File: config.mk
export PLATFORM = sky130hd
export DESIGN_NAME = rkv_slave_responder
export DESIGN_NICKNAME = d
export VERILOG_FILES = /design/src/rtl/rkv_slave_responder.sv
export SDC_FILE = /design/constraint.sdc
export NUM_CORES = 1
export LEC_CHECK = 0
export ABC_CLOCK_PERIOD_IN_PS = 27800
export CAP_MARGIN = 15
export CORE_ASPECT_RATIO = 1.75
export CORE_MARGIN = 2
export CORE_UTILIZATION = 25
export CTS_CLUSTER_SIZE = 30
export DETAILED_ROUTE_END_ITERATION = 8
export DONT_BUFFER_PORTS = 1
export GPL_ROUTABILITY_DRIVEN = 0
export SYNTH_ARGS = -nofsm -noshare
export SYNTH_HDL_FRONTEND = slang
export SYNTH_SLANG_ARGS = --single-unit
File: constraint.sdc
create_clock -name clk -period 27.8 [get_ports clk]
set_clock_uncertainty 0.05 [all_clocks]
set_input_delay 6.95 -clock clk [delete_from_list [all_inputs] [get_ports clk]]
set_output_delay 6.95 -clock clk [all_outputs]
set_load 0.01 [all_outputs]
File: src/rtl/rkv_slave_responder.sv
// -----------------------------------------------------------------------------
// rkv_slave_responder
//
// Memory-backed slave endpoint for the rkv master/slave system interface.
// It accepts one read or write request at a time on a valid/ready request
// channel and decodes it against SLAVE_ID. After WAIT_CYCLES wait states it
// performs the storage access and returns a response on a valid/ready
// response channel.
//
// Optional build macro:
//   RKV_SLAVE_ID_REG_EN - word DEPTH-1 becomes a read-only ID register.
//                         Reads return {0, SLAVE_ID}; writes get SLVERR.
//                         When undefined, word DEPTH-1 is ordinary storage.
//
// Ports:
//   clk        in   rising-edge clock
//   rst        in   asynchronous, active-high reset
//   req_valid  in   request valid
//   req_ready  out  request ready (high only in IDLE)
//   req_write  in   1 = write, 0 = read
//   req_addr   in   byte address; top 4 bits select the slave
//   req_wdata  in   write data
//   rsp_valid  out  response valid
//   rsp_ready  in   response ready
//   rsp_rdata  out  read data (0 on writes and errors)
//   rsp_err    out  00 OKAY, 01 SLVERR, 10 DECERR
// -----------------------------------------------------------------------------
module rkv_slave_responder #(
  parameter int SLAVE_ID    = 0,
  parameter int ADDR_W      = 16,
  parameter int DATA_W      = 32,
  parameter int DEPTH       = 16,
  parameter int WAIT_CYCLES = 2
) (
  input  logic              clk,
  input  logic              rst,
  input  logic              req_valid,
  output logic              req_ready,
  input  logic              req_write,
  input  logic [ADDR_W-1:0] req_addr,
  input  logic [DATA_W-1:0] req_wdata,
  output logic              rsp_valid,
  input  logic              rsp_ready,
  output logic [DATA_W-1:0] rsp_rdata,
  output logic [1:0]        rsp_err
);

  localparam int IDX_W = $clog2(DEPTH);

  localparam logic [1:0] ERR_OKAY = 2'b00;
  localparam logic [1:0] ERR_SLV  = 2'b01;
  localparam logic [1:0] ERR_DEC  = 2'b10;

  typedef enum logic [1:0] {
    S_IDLE,
    S_WAIT,
    S_RESP
  } state_t;

  state_t              r_state;
  logic [3:0]          r_cnt;
  logic                r_write;
  logic [ADDR_W-1:0]   r_addr;
  logic [DATA_W-1:0]   r_wdata;
  logic [DATA_W-1:0]   r_mem [DEPTH];
  logic                r_req_ready;
  logic                r_rsp_valid;
  logic [DATA_W-1:0]   r_rsp_rdata;
  logic [1:0]          r_rsp_err;

  logic                w_acc_write;
  logic [ADDR_W-1:0]   w_acc_addr;
  logic [DATA_W-1:0]   w_acc_wdata;
  logic [IDX_W-1:0]    w_idx;
  logic [ADDR_W-5:0]   w_offset;
  logic                w_id_hit;
  logic [1:0]          w_err;
  logic [DATA_W-1:0]   w_rdata;
  logic                w_do_access;

  assign req_ready = r_req_ready;
  assign rsp_valid = r_rsp_valid;
  assign rsp_rdata = r_rsp_rdata;
  assign rsp_err   = r_rsp_err;

  // With zero wait states the access happens on the accepting edge itself,
  // so the decode must look at the live request rather than the capture regs.
  assign w_acc_write = (r_state == S_IDLE) ? req_write : r_write;
  assign w_acc_addr  = (r_state == S_IDLE) ? req_addr  : r_addr;
  assign w_acc_wdata = (r_state == S_IDLE) ? req_wdata : r_wdata;

  assign w_idx    = w_acc_addr[IDX_W+1:2];
  assign w_id_hit = (w_acc_addr[ADDR_W-1 -: 4] == 4'(SLAVE_ID));
  // Bits between the word index and the id field; a shift keeps this legal
  // even when that field is empty for small ADDR_W / large DEPTH.
  assign w_offset = w_acc_addr[ADDR_W-5:0] >> (IDX_W + 2);

  assign w_do_access = ((r_state == S_IDLE) && req_valid && r_req_ready &&
                        (WAIT_CYCLES == 0)) ||
                       ((r_state == S_WAIT) && (r_cnt == 4'd1));

  // Decode priority: DECERR, then alignment, then ID register protection.
  // NOTE: every combinational output gets a default first so no latch is inferred.
  always_comb begin
    w_err = ERR_OKAY;
    if (!w_id_hit || (w_offset != '0)) begin
      w_err = ERR_DEC;
    end else if (w_acc_addr[1:0] != 2'b00) begin
      w_err = ERR_SLV;
`ifdef RKV_SLAVE_ID_REG_EN
    end else if ((w_idx == IDX_W'(DEPTH - 1)) && w_acc_write) begin
      w_err = ERR_SLV;
`endif
    end
  end

  always_comb begin
    w_rdata = '0;
    if ((w_err == ERR_OKAY) && !w_acc_write) begin
`ifdef RKV_SLAVE_ID_REG_EN
      if (w_idx == IDX_W'(DEPTH - 1)) begin
        w_rdata = {{(DATA_W-4){1'b0}}, 4'(SLAVE_ID)};
      end else begin
        w_rdata = r_mem[w_idx];
      end
`else
      w_rdata = r_mem[w_idx];
`endif
    end
  end

  // NOTE: storage sits in the reset domain because a reset must clear every
  // word; that rules out a plain RAM macro for this array.
  always_ff @(posedge clk or posedge rst) begin
    if (rst) begin
      r_state     <= S_IDLE;
      r_cnt       <= 4'd0;
      r_write     <= 1'b0;
      r_addr      <= '0;
      r_wdata     <= '0;
      r_req_ready <= 1'b1;
      r_rsp_valid <= 1'b0;
      r_rsp_rdata <= '0;
      r_rsp_err   <= ERR_OKAY;
      for (int i = 0; i < DEPTH; i++) begin
        r_mem[i] <= '0;
      end
    end else begin
      case (r_state)
        S_IDLE: begin
          if (req_valid && r_req_ready) begin
            r_write     <= req_write;
            r_addr      <= req_addr;
            r_wdata     <= req_wdata;
            r_req_ready <= 1'b0;
            if (WAIT_CYCLES == 0) begin
              r_state     <= S_RESP;
              r_rsp_valid <= 1'b1;
            end else begin
              r_state <= S_WAIT;
              r_cnt   <= 4'(WAIT_CYCLES);
            end
          end
        end
        S_WAIT: begin
          if (r_cnt == 4'd1) begin
            r_state     <= S_RESP;
            r_rsp_valid <= 1'b1;
            r_cnt       <= 4'd0;
          end else begin
            r_cnt <= r_cnt - 4'd1;
          end
        end
        S_RESP: begin
          // Payload registers are untouched here, so they hold under backpressure.
          if (rsp_ready) begin
            r_state     <= S_IDLE;
            r_rsp_valid <= 1'b0;
            r_req_ready <= 1'b1;
          end
        end
        default: begin
          r_state     <= S_IDLE;
          r_req_ready <= 1'b1;
          r_rsp_valid <= 1'b0;
        end
      endcase

      if (w_do_access) begin
        r_rsp_rdata <= w_rdata;
        r_rsp_err   <= w_err;
        if ((w_err == ERR_OKAY) && w_acc_write) begin
          r_mem[w_idx] <= w_acc_wdata;
        end
      end
    end
  end

endmodule

Yosys cells after proc, flatten, opt, wreduce, memory -nomap -nowiden
Index checks and enable logic that the tools add are counted.

word-level totals
  word-level logic and storage cells = 82
  bits of input ports = 53
  output and inout port bits = 36
  register bits = 603

cells by class
  $add $sub $neg = 1
  reductions and logical operators = 20
  order comparisons = 2
  muxes and demuxes = 25
  eq/ne operators = 6
  bitwise operators = 3

operators with widths
  kind                                                      number
  bitwise mux 512 bit                                       1
  2-to-1 mux 32 bit                                         5
  binary-select mux 32 bit (select 4 bit)                   1
  demux 32 bit (select 4 bit)                               1
  2-to-1 mux 16 bit                                         1
  nonzero test 12 bit                                       1
  AND reduction 3 bit                                       3
  2-to-1 mux 2 bit                                          4
  2-to-1 mux 4 bit                                          2
  case mux 4 bit (2 select lines)                           1
  2-to-1 mux 1 bit                                          6
  case mux 1 bit (3 select lines)                           2
  case mux 2 bit (3 select lines)                           1
  AND reduction 2 bit                                       3
  greater-or-equal comparator 5 bit, second input constant  1
  logical AND 1 bit                                         5
  < comparator 5 x 1 -> 1 bit, second input constant        1
  NOT 4 -> 5 bit                                            1
  equality test 4 x 1 -> 1 bit, second input constant       1
  zero test 2 bit                                           2
  zero test 4 bit                                           1
  inequality test 2 x 1 -> 1 bit, second input constant     2
  nonzero test 2 bit                                        2
  subtractor 4 x 1 -> 4 bit, second input constant          1
  6 further kinds                                           8

Depth between registers and ports, before layout
Gate-level depths: netlist of the first run.

  depth in word-level cells = 9
  gate-level depth with buffers = 11
  mapped depth without buffers = 8

Worst setup path after synthesis of the first run
Ideal clock, no wire load.

  path kind = input-to-reg
  start point = in req_addr[3]
  end point = reg r_mem[192] (netlist name)
  buffers on the path = 2
  data arrival time = 8541 ps
  stages = 8
  data required time = 27616 ps
  library setup time = 134 ps
  path slack = 19075 ps
  cell sequence = or4b_1 > o21a_1 > buf_4 > nor2_4 > nand4_2 > clkbuf_1 > nand2_1 > o21ai_0

on the way
  word-level cells in the longest chain between the ends = 7

RTL lines
  item                                                                                                    line  source
  start: declaration                                                                                      40    input logic [ADDR_W-1:0] req_addr,
  2-to-1 mux 16 bit *                                                                                     89    assign w_acc_addr = (r_state == S_IDLE) ? req_addr : r_addr;
  NOT 4 -> 5 bit (not written as such) *                                                                  193   r_mem[w_idx] <= w_acc_wdata;
  greater-or-equal comparator 5 bit (not written as such) or < comparator 5 x 1 -> 1 bit (tied branches)  193
  logical AND 1 bit (not written as such)                                                                 193
  2-to-1 mux 32 bit (not written as such)                                                                 193
  demux 32 bit (select 4 bit) *                                                                           193
  bitwise mux 512 bit *                                                                                   193
  end signal: indexed assignment                                                                          193
  end: declaration                                                                                        65    logic [DATA_W-1:0] r_mem [DEPTH];

Every way passes the cells marked *; elsewhere a longest branch is shown, timed or not.
A chain may end at the register's enable or synchronous reset.

Worst setup path in the final report of the first run
  start point = in req_addr[0]
  end point = reg r_mem[388] (netlist name)

on the way
  word-level cells in the longest chain between the ends = 7

RTL lines
  item                                  line  source
  2-to-1 mux 16 bit                     89
  nonzero test 2 bit                    108   end else if (w_acc_addr[1:0] != 2'b00) begin
  2-to-1 mux 1 bit                      108
  2-to-1 mux 2 bit                      106   if (!w_id_hit || (w_offset != '0)) begin
  zero test 2 bit                       192   if ((w_err == ERR_OKAY) && w_acc_write) begin
  logical AND 1 bit                     192
  AND reduction 2 bit (no source line)  n/a

No other way between the ends.

==> reports/metrics.yaml, run 1 <==
worst_setup_path:
  cp.buffers_inverters: 1
  path_cells: "nor4_1 -> a21oi_2 -> nor3_4 -> and4_4 -> buf_4 -> nor2_1 -> a21oi_2"
  reg2reg_from: "r_state[1]"
  startpoint_type: "input port"
  critPathMaxStageDelay_ns: 0.83
  critPathKind: "input port to flip-flop"
  crit_family: "simple AND/OR/NAND/NOR gates"
  end_kind: "flip-flop"
  cp_max_fo: 50
  cp_common_cell: "a21oi_2"
  crit_path_start: "req_addr[0]"
  cp.required_ns: 28.26
  crit_path_top_delay_cell: "buf_4"
  cp_data_arrival_time_ns: 9.87
drt:
  wire_per_inst_um: 19.30
  drc: 0
  vias_per_cell: 4.867
  drt_pre_antenna_iters: 5
  routed_wl_um: 72930
  drtIter0Drc: 1423
  vias: 18392
  ant_nets: 0
yosys:
  ys_top_cells_by_area: "dfrtp_1 60%, o21ai_0 10%, nand2_1 6.9%"
  ys_types: 48
  syn_avg_cell_area_um2: 10.03
  synth_warnings: 0
  synth-seq-area-share_pct: 59.90
  synth-main-ff-cell: "dfrtp_1"
  yosys.area.top_type: "dfrtp_1"
  syn_nets: 2566
  synthCells: 2511
  synth.ff_latch_count: 603
  synthMostInstantiatedCell: "dfrtp_1"
  syn_area_um2: 25190
  synth_top_area_share_pct: 59.80
  synth_edf_count: 0
  synthArstFlopShare_pct: 100.0
  synth_commonest_cells: "602 x dfrtp_1, 516 x o21ai_0, 461 x nand2_1, 248 x o22ai_1, 159 x clkbuf_1"
power_and_ir_drop:
  sw_frac_of_total_pct: 28.84
  p_clk_share_pct: 37.2
  ir_worst_vdd_uv: 51.72
  internal_power_mw: 1.500
  p_sw_mw: 0.6081
  p_comb_share_pct: 15.1
  p_leak_nw: 12.49
  seq_power_share_pct: 47.6
  p_per_area_nw_per_um2: 74.50
timing:
  tightest_slew_ns: 1.117
  hold_violations: 0
  period_needed_ns: 9.408
  fin_crit_sh_pct: 33.84
  setup_violations: 0
  slew_headroom_pct: 23.39
  rsz0062_at_grt: "false"
  drv_slew: 0
  max_freq_mhz: 106.3
  setup_tns_ns: 0
cts:
  cts_tree: "done"
  worst_skew_pair.late_latency_ns: 0.59
  cts_max_path_buffers: 3
  holdBufCountCts: 0
  h-tree-depth: 2
  clkSlewWorstSetupHoldPaths_ns: 0.06
  cts_setup_buffers: 0
  numClockSinks: 603
  cts_made_buffers: 53
  ctsRootBufferMaster: "clkbuf_16"
  cts_resized: 0
floorplan:
  core_um2: 100400
  core.rowCount: 154
  dieArea_um2: 103400
  die_w_um: 244.0
  num_io_pins: 89
  start_util_pct: 25.09
  dieHeight_um: 423.9
final_layout:
  layout.nets: 2463
  drive_above_1_share_pct: 11.36
  fin_area_um2: 28300
  synthToLayoutAreaGrowth_pct: 12.34
placed_design:
  hpwl_um: 40500
  placedInstanceArea_um2: 26320
  port_buffers: 0
outcome:
  outcome: "finished, final reports clean"
grt:
  antenna_found_initial: 7
  grt_pass1_wl_um: 113200
  grt_pass1_vias: 18321
  grt_use_total_pct: 14.02
  grt_max_degree: 189
  grt-ovfl-total: 0
min_path:
  hp-class: "flip-flop to flip-flop"
  min-delay-start: "r_mem[245]"
job:
  max_cap_viol_count: 0
## power groups by stage
stage          clock network (mW)  registers (mW)  logic [mW]
2_1_floorplan                   0           0.998       0.222
3_3_place_gp                    0            1.02       0.317
3_5_place_dp                    0            1.03       0.320
4_1_cts                     0.803            1.01       0.321
5_1_grt                     0.833            1.02       0.352
6_report                    0.785            1.00       0.319
## tightest hold or removal path, cell delays in order (launching register included)
cell and delay, ns:
dfrtp_1 0.34, nand2_1 0.04, o21ai_0 0.06
## placed cells by master, fill, tap and decap left out, types with 32 or more instances in the layout
master / count
nor2_1: 94
mux2i_1: 32
mux2_2: 49
a21oi_1: 70
nand4_1: 33
nand2_1: 457
o21ai_1: 66
dfrtp_1: 602
clkbuf_16: 53
buf_4: 58
o21ai_0: 516
o22ai_1: 248
## flip-flops by register name (all words and copies together) (netlist names)
register   count
req_ready      1
rsp_valid      1
r_wdata       32
rsp_rdata     32
r_state        2
r_mem        512
rsp_err        2
r_write        1
r_cnt          4
r_addr        16
## path summary, 6_finish.rpt
path                                endpoint  slack (ns)  cells after the start
worst max-delay path              r_mem[388]       18.39                      7
worst min-delay path              r_mem[245]        0.43                      2
worst max register to register  rsp_rdata[7]       23.23                      9
worst min register to register    r_mem[245]        0.43                      2
max in group asynchronous         r_wdata[5]       18.42                      5
min in group asynchronous       rsp_rdata[8]        6.27                      1
## cell type report
class / instances / area, µm²
antenna: 5 / 12.51
clock buffer: 72 / 1528
clock inverter: 23 / 316.6
fill: 10477 / 72090
inverter: 3 / 18.77
multi-input combinational: 1684 / 9124
sequential: 603 / 15090
tap: 1326 / 1659
timing repair buffer: 63 / 550.5
## layer usage
layer | track usage (%) | routed length [µm] | up-vias
li1 | - | - | 8663
met1 | 17.54 | 30370 | 9100
met2 | 23.43 | 34660 | 485
met3 | 3.194 | 5055 | 136
met4 | 5.376 | 2774 | 8
met5 | 0 | 66 | -
## through the flow
step	cells	power [mW]	hold WS [ns]	worst slack, ns	util (%)
after detailed placement	3671	1.345	0.4205	17.23	26.22
after CTS	3766	2.132	0.4335	17.86	28.05
after global placement	3669	1.341	0.4113	17.26	26.20
after global routing	3777	2.200	0.4500	17.99	28.19
after floorplan	2511	1.220	0.4002	3.922	-
final	3779	2.108	0.4301	18.39	28.19
## kinds of logic after synthesis
| group | after synthesis | synth area share, % |
|---|---|---|
| multiplexers | 82 | 3.502 |
| adder cells (fa/ha/maj) | 2 | 0.09932 |
| flip-flops | 603 | 59.90 |
| AND/OR/NAND/NOR | 650 | 11.57 |
| AO/OA/AOI/OAI | 950 | 20.84 |
| buffers and inverters | 224 | 4.088 |
(Power assumes the default switching activity.)
==> inputs of run 2 (changes only) <==
--- a/config.mk
+++ b/config.mk
@@ -5,7 +5,7 @@
 export SDC_FILE = /design/constraint.sdc
 export NUM_CORES = 1
 export LEC_CHECK = 0
-export ABC_CLOCK_PERIOD_IN_PS = 27800
+export ABC_CLOCK_PERIOD_IN_PS = 9300
 export CAP_MARGIN = 15
 export CORE_ASPECT_RATIO = 1.75
 export CORE_MARGIN = 2
==> constraint.sdc (replaced) <==
create_clock -name clk -period 9.3 [get_ports clk]
set_clock_uncertainty 0.05 [all_clocks]
set_input_delay 2.325 -clock clk [delete_from_list [all_inputs] [get_ports clk]]
set_output_delay 2.325 -clock clk [all_outputs]
set_load 0.01 [all_outputs]
==> reports/metrics.yaml, run 2 (synthesis gave the netlist of run 1 again) <==
grt:
  grt_max_degree: 153
  grt_pass1_wl_um: 113700
  grt_use_total_pct: 14.04
  antenna_found_initial: 3
  grt_pass1_vias: 18633
  grt-ovfl-total: 0
cts:
  h-tree-depth: 2
  cts_max_path_buffers: 3
  cts_setup_buffers: 0
  holdBufCountCts: 0
  cts_tree: "done"
  cts_made_buffers: 55
  clkSlewWorstSetupHoldPaths_ns: 0.07
  worst_skew_pair.late_latency_ns: 0.61
  cts_resized: 0
  numClockSinks: 603
  ctsRootBufferMaster: "clkbuf_16"
final_layout:
  final_common_cell: "dfrtp_1"
  synthToLayoutAreaGrowth_pct: 12.82
  fin_area_um2: 28420
  final_cell_mix: "602 x dfrtp_1, 516 x o21ai_0, 457 x nand2_1, 248 x o22ai_1, 94 x nor2_1"
  nFillCells: 10442
  layout.nets: 2464
  seq_area_um2: 15090
  regMostFlops: "r_mem"
  drive_above_1_share_pct: 11.51
  largest_reg_flops: 512
  multiInputGateArea_um2: 9135
worst_setup_path:
  reg2reg_from: "r_state[0]"
  r2r_slack_ns: 5.25
  cp_data_arrival_time_ns: 5.22
  end_kind: "flip-flop"
  cp_max_fo: 46
  cp.required_ns: 9.78
  r2r_cells: 8
  timing.rr.end: "rsp_rdata[10]"
  critPathKind: "input port to flip-flop"
  startpoint_type: "input port"
power_and_ir_drop:
  p_per_area_nw_per_um2: 228.4
  seq_power_share_pct: 46.2
  internal_power_mw: 4.659
  p_leak_nw: 12.52
  ir_worst_vdd_uv: 150.0
  sw_frac_of_total_pct: 28.24
  p_comb_share_pct: 14.6
  p_sw_mw: 1.834
  p_clk_share_pct: 39.1
floorplan:
  dieHeight_um: 423.9
  core.rowCount: 154
  start_util_pct: 25.09
  die_w_um: 244.0
  core_um2: 100400
  dieArea_um2: 103400
  num_io_pins: 89
job:
  max_cap_viol_count: 0
min_path:
  min-delay-start: "r_mem[208]"
  hold_depth: 2
  hp-class: "flip-flop to flip-flop"
  holdPathEnd: "r_mem[208]"
drt:
  ant_nets: 0
  wire_per_inst_um: 19.31
  vias_per_cell: 4.851
  routed_wl_um: 72930
  drtIter0Drc: 1306
  drt_pre_antenna_iters: 5
  drc: 0
  vias: 18324
placed_design:
  placedInstanceArea_um2: 26330
  hpwl_um: 40720
  port_buffers: 0
outcome:
  outcome: "finished, final reports clean"
timing:
  hold_violations: 0
  rsz0062_at_grt: "false"
  setup_violations: 0
  drv_slew: 0
  hold_slack_ns: 0.4300
  setup_tns_ns: 0
  tightest_slew_ns: 1.118
  period_needed_ns: 4.739
  max_freq_mhz: 211.0
  slew_headroom_pct: 25.33
  fin_crit_sh_pct: 50.95
## run 2: cell count changes in the layout (fill, tap and decap cells not counted), sizes merged
cell      change
clkbuf        +4
bufinv        +4
clkinvlp      +2
buf           -1
clkinv        -7
diode         -4
## run 2: final cells by class
class	count	share of cell area, %
Sequential cell	603	53.09
Multi-Input combinational cell	1684	32.14
Tap cell	1326	5.837
Clock buffer	76	5.692
Timing Repair Buffer	62	1.770
Clock inverter	22	1.404
Inverter	3	0.05283
Antenna cell	1	0.008804
## run 2: metrics by stage
stage / instances / utilization (%) / setup WS (ns) / power (mW)
after floorplan: 2511 / - / -1.299 / 3.649
after global placement: 3670 / 26.23 / 3.970 / 4.006
after detailed placement: 3670 / 26.23 / 3.891 / 4.020
after CTS: 3768 / 28.24 / 4.534 / 6.563
after global routing: 3777 / 28.31 / 4.258 / 6.765
final: 3777 / 28.31 / 4.561 / 6.493
## run 2: critical path, stage by stage
cell,delay (ns)
nor4_1,0.31
a21oi_2,0.13
nor3_4,0.81
and4_4,0.60
buf_4,0.75
nor2_1,0.11
a21oi_2,0.16
## run 2: layer usage
layer	GRT usage (%)	share of wire, %	up-vias
li1	-	-	8653
met1	16.98	41	9089
met2	24.79	49	446
met3	2.657	6.4	132
met4	4.868	3.2	4
met5	0	0.037	-
## run 2: power groups by stage
stage	Clock, mW	Combinational (mW)	Sequential (mW)
5_1_grt	2.68	1.05	3.04
2_1_floorplan	0	0.665	2.98
3_3_place_gp	0	0.945	3.06
6_report	2.54	0.951	3.00
4_1_cts	2.59	0.955	3.02
3_5_place_dp	0	0.952	3.07
## run 2: how the worst max path moves through the flow
stage / startpoint / end / slack, ns / depth (start not counted)
after global placement: req_addr[0] / r_mem[41] / 3.97 / 5
final: req_addr[0] / r_mem[385] / 4.56 / 7
after global routing: req_addr[0] / r_mem[19] / 4.26 / 5
after CTS: req_addr[0] / r_mem[63] / 4.53 / 5
after detailed placement: req_addr[0] / r_mem[47] / 3.89 / 5
after floorplan: rst / r_addr[0] / -1.30 / 1
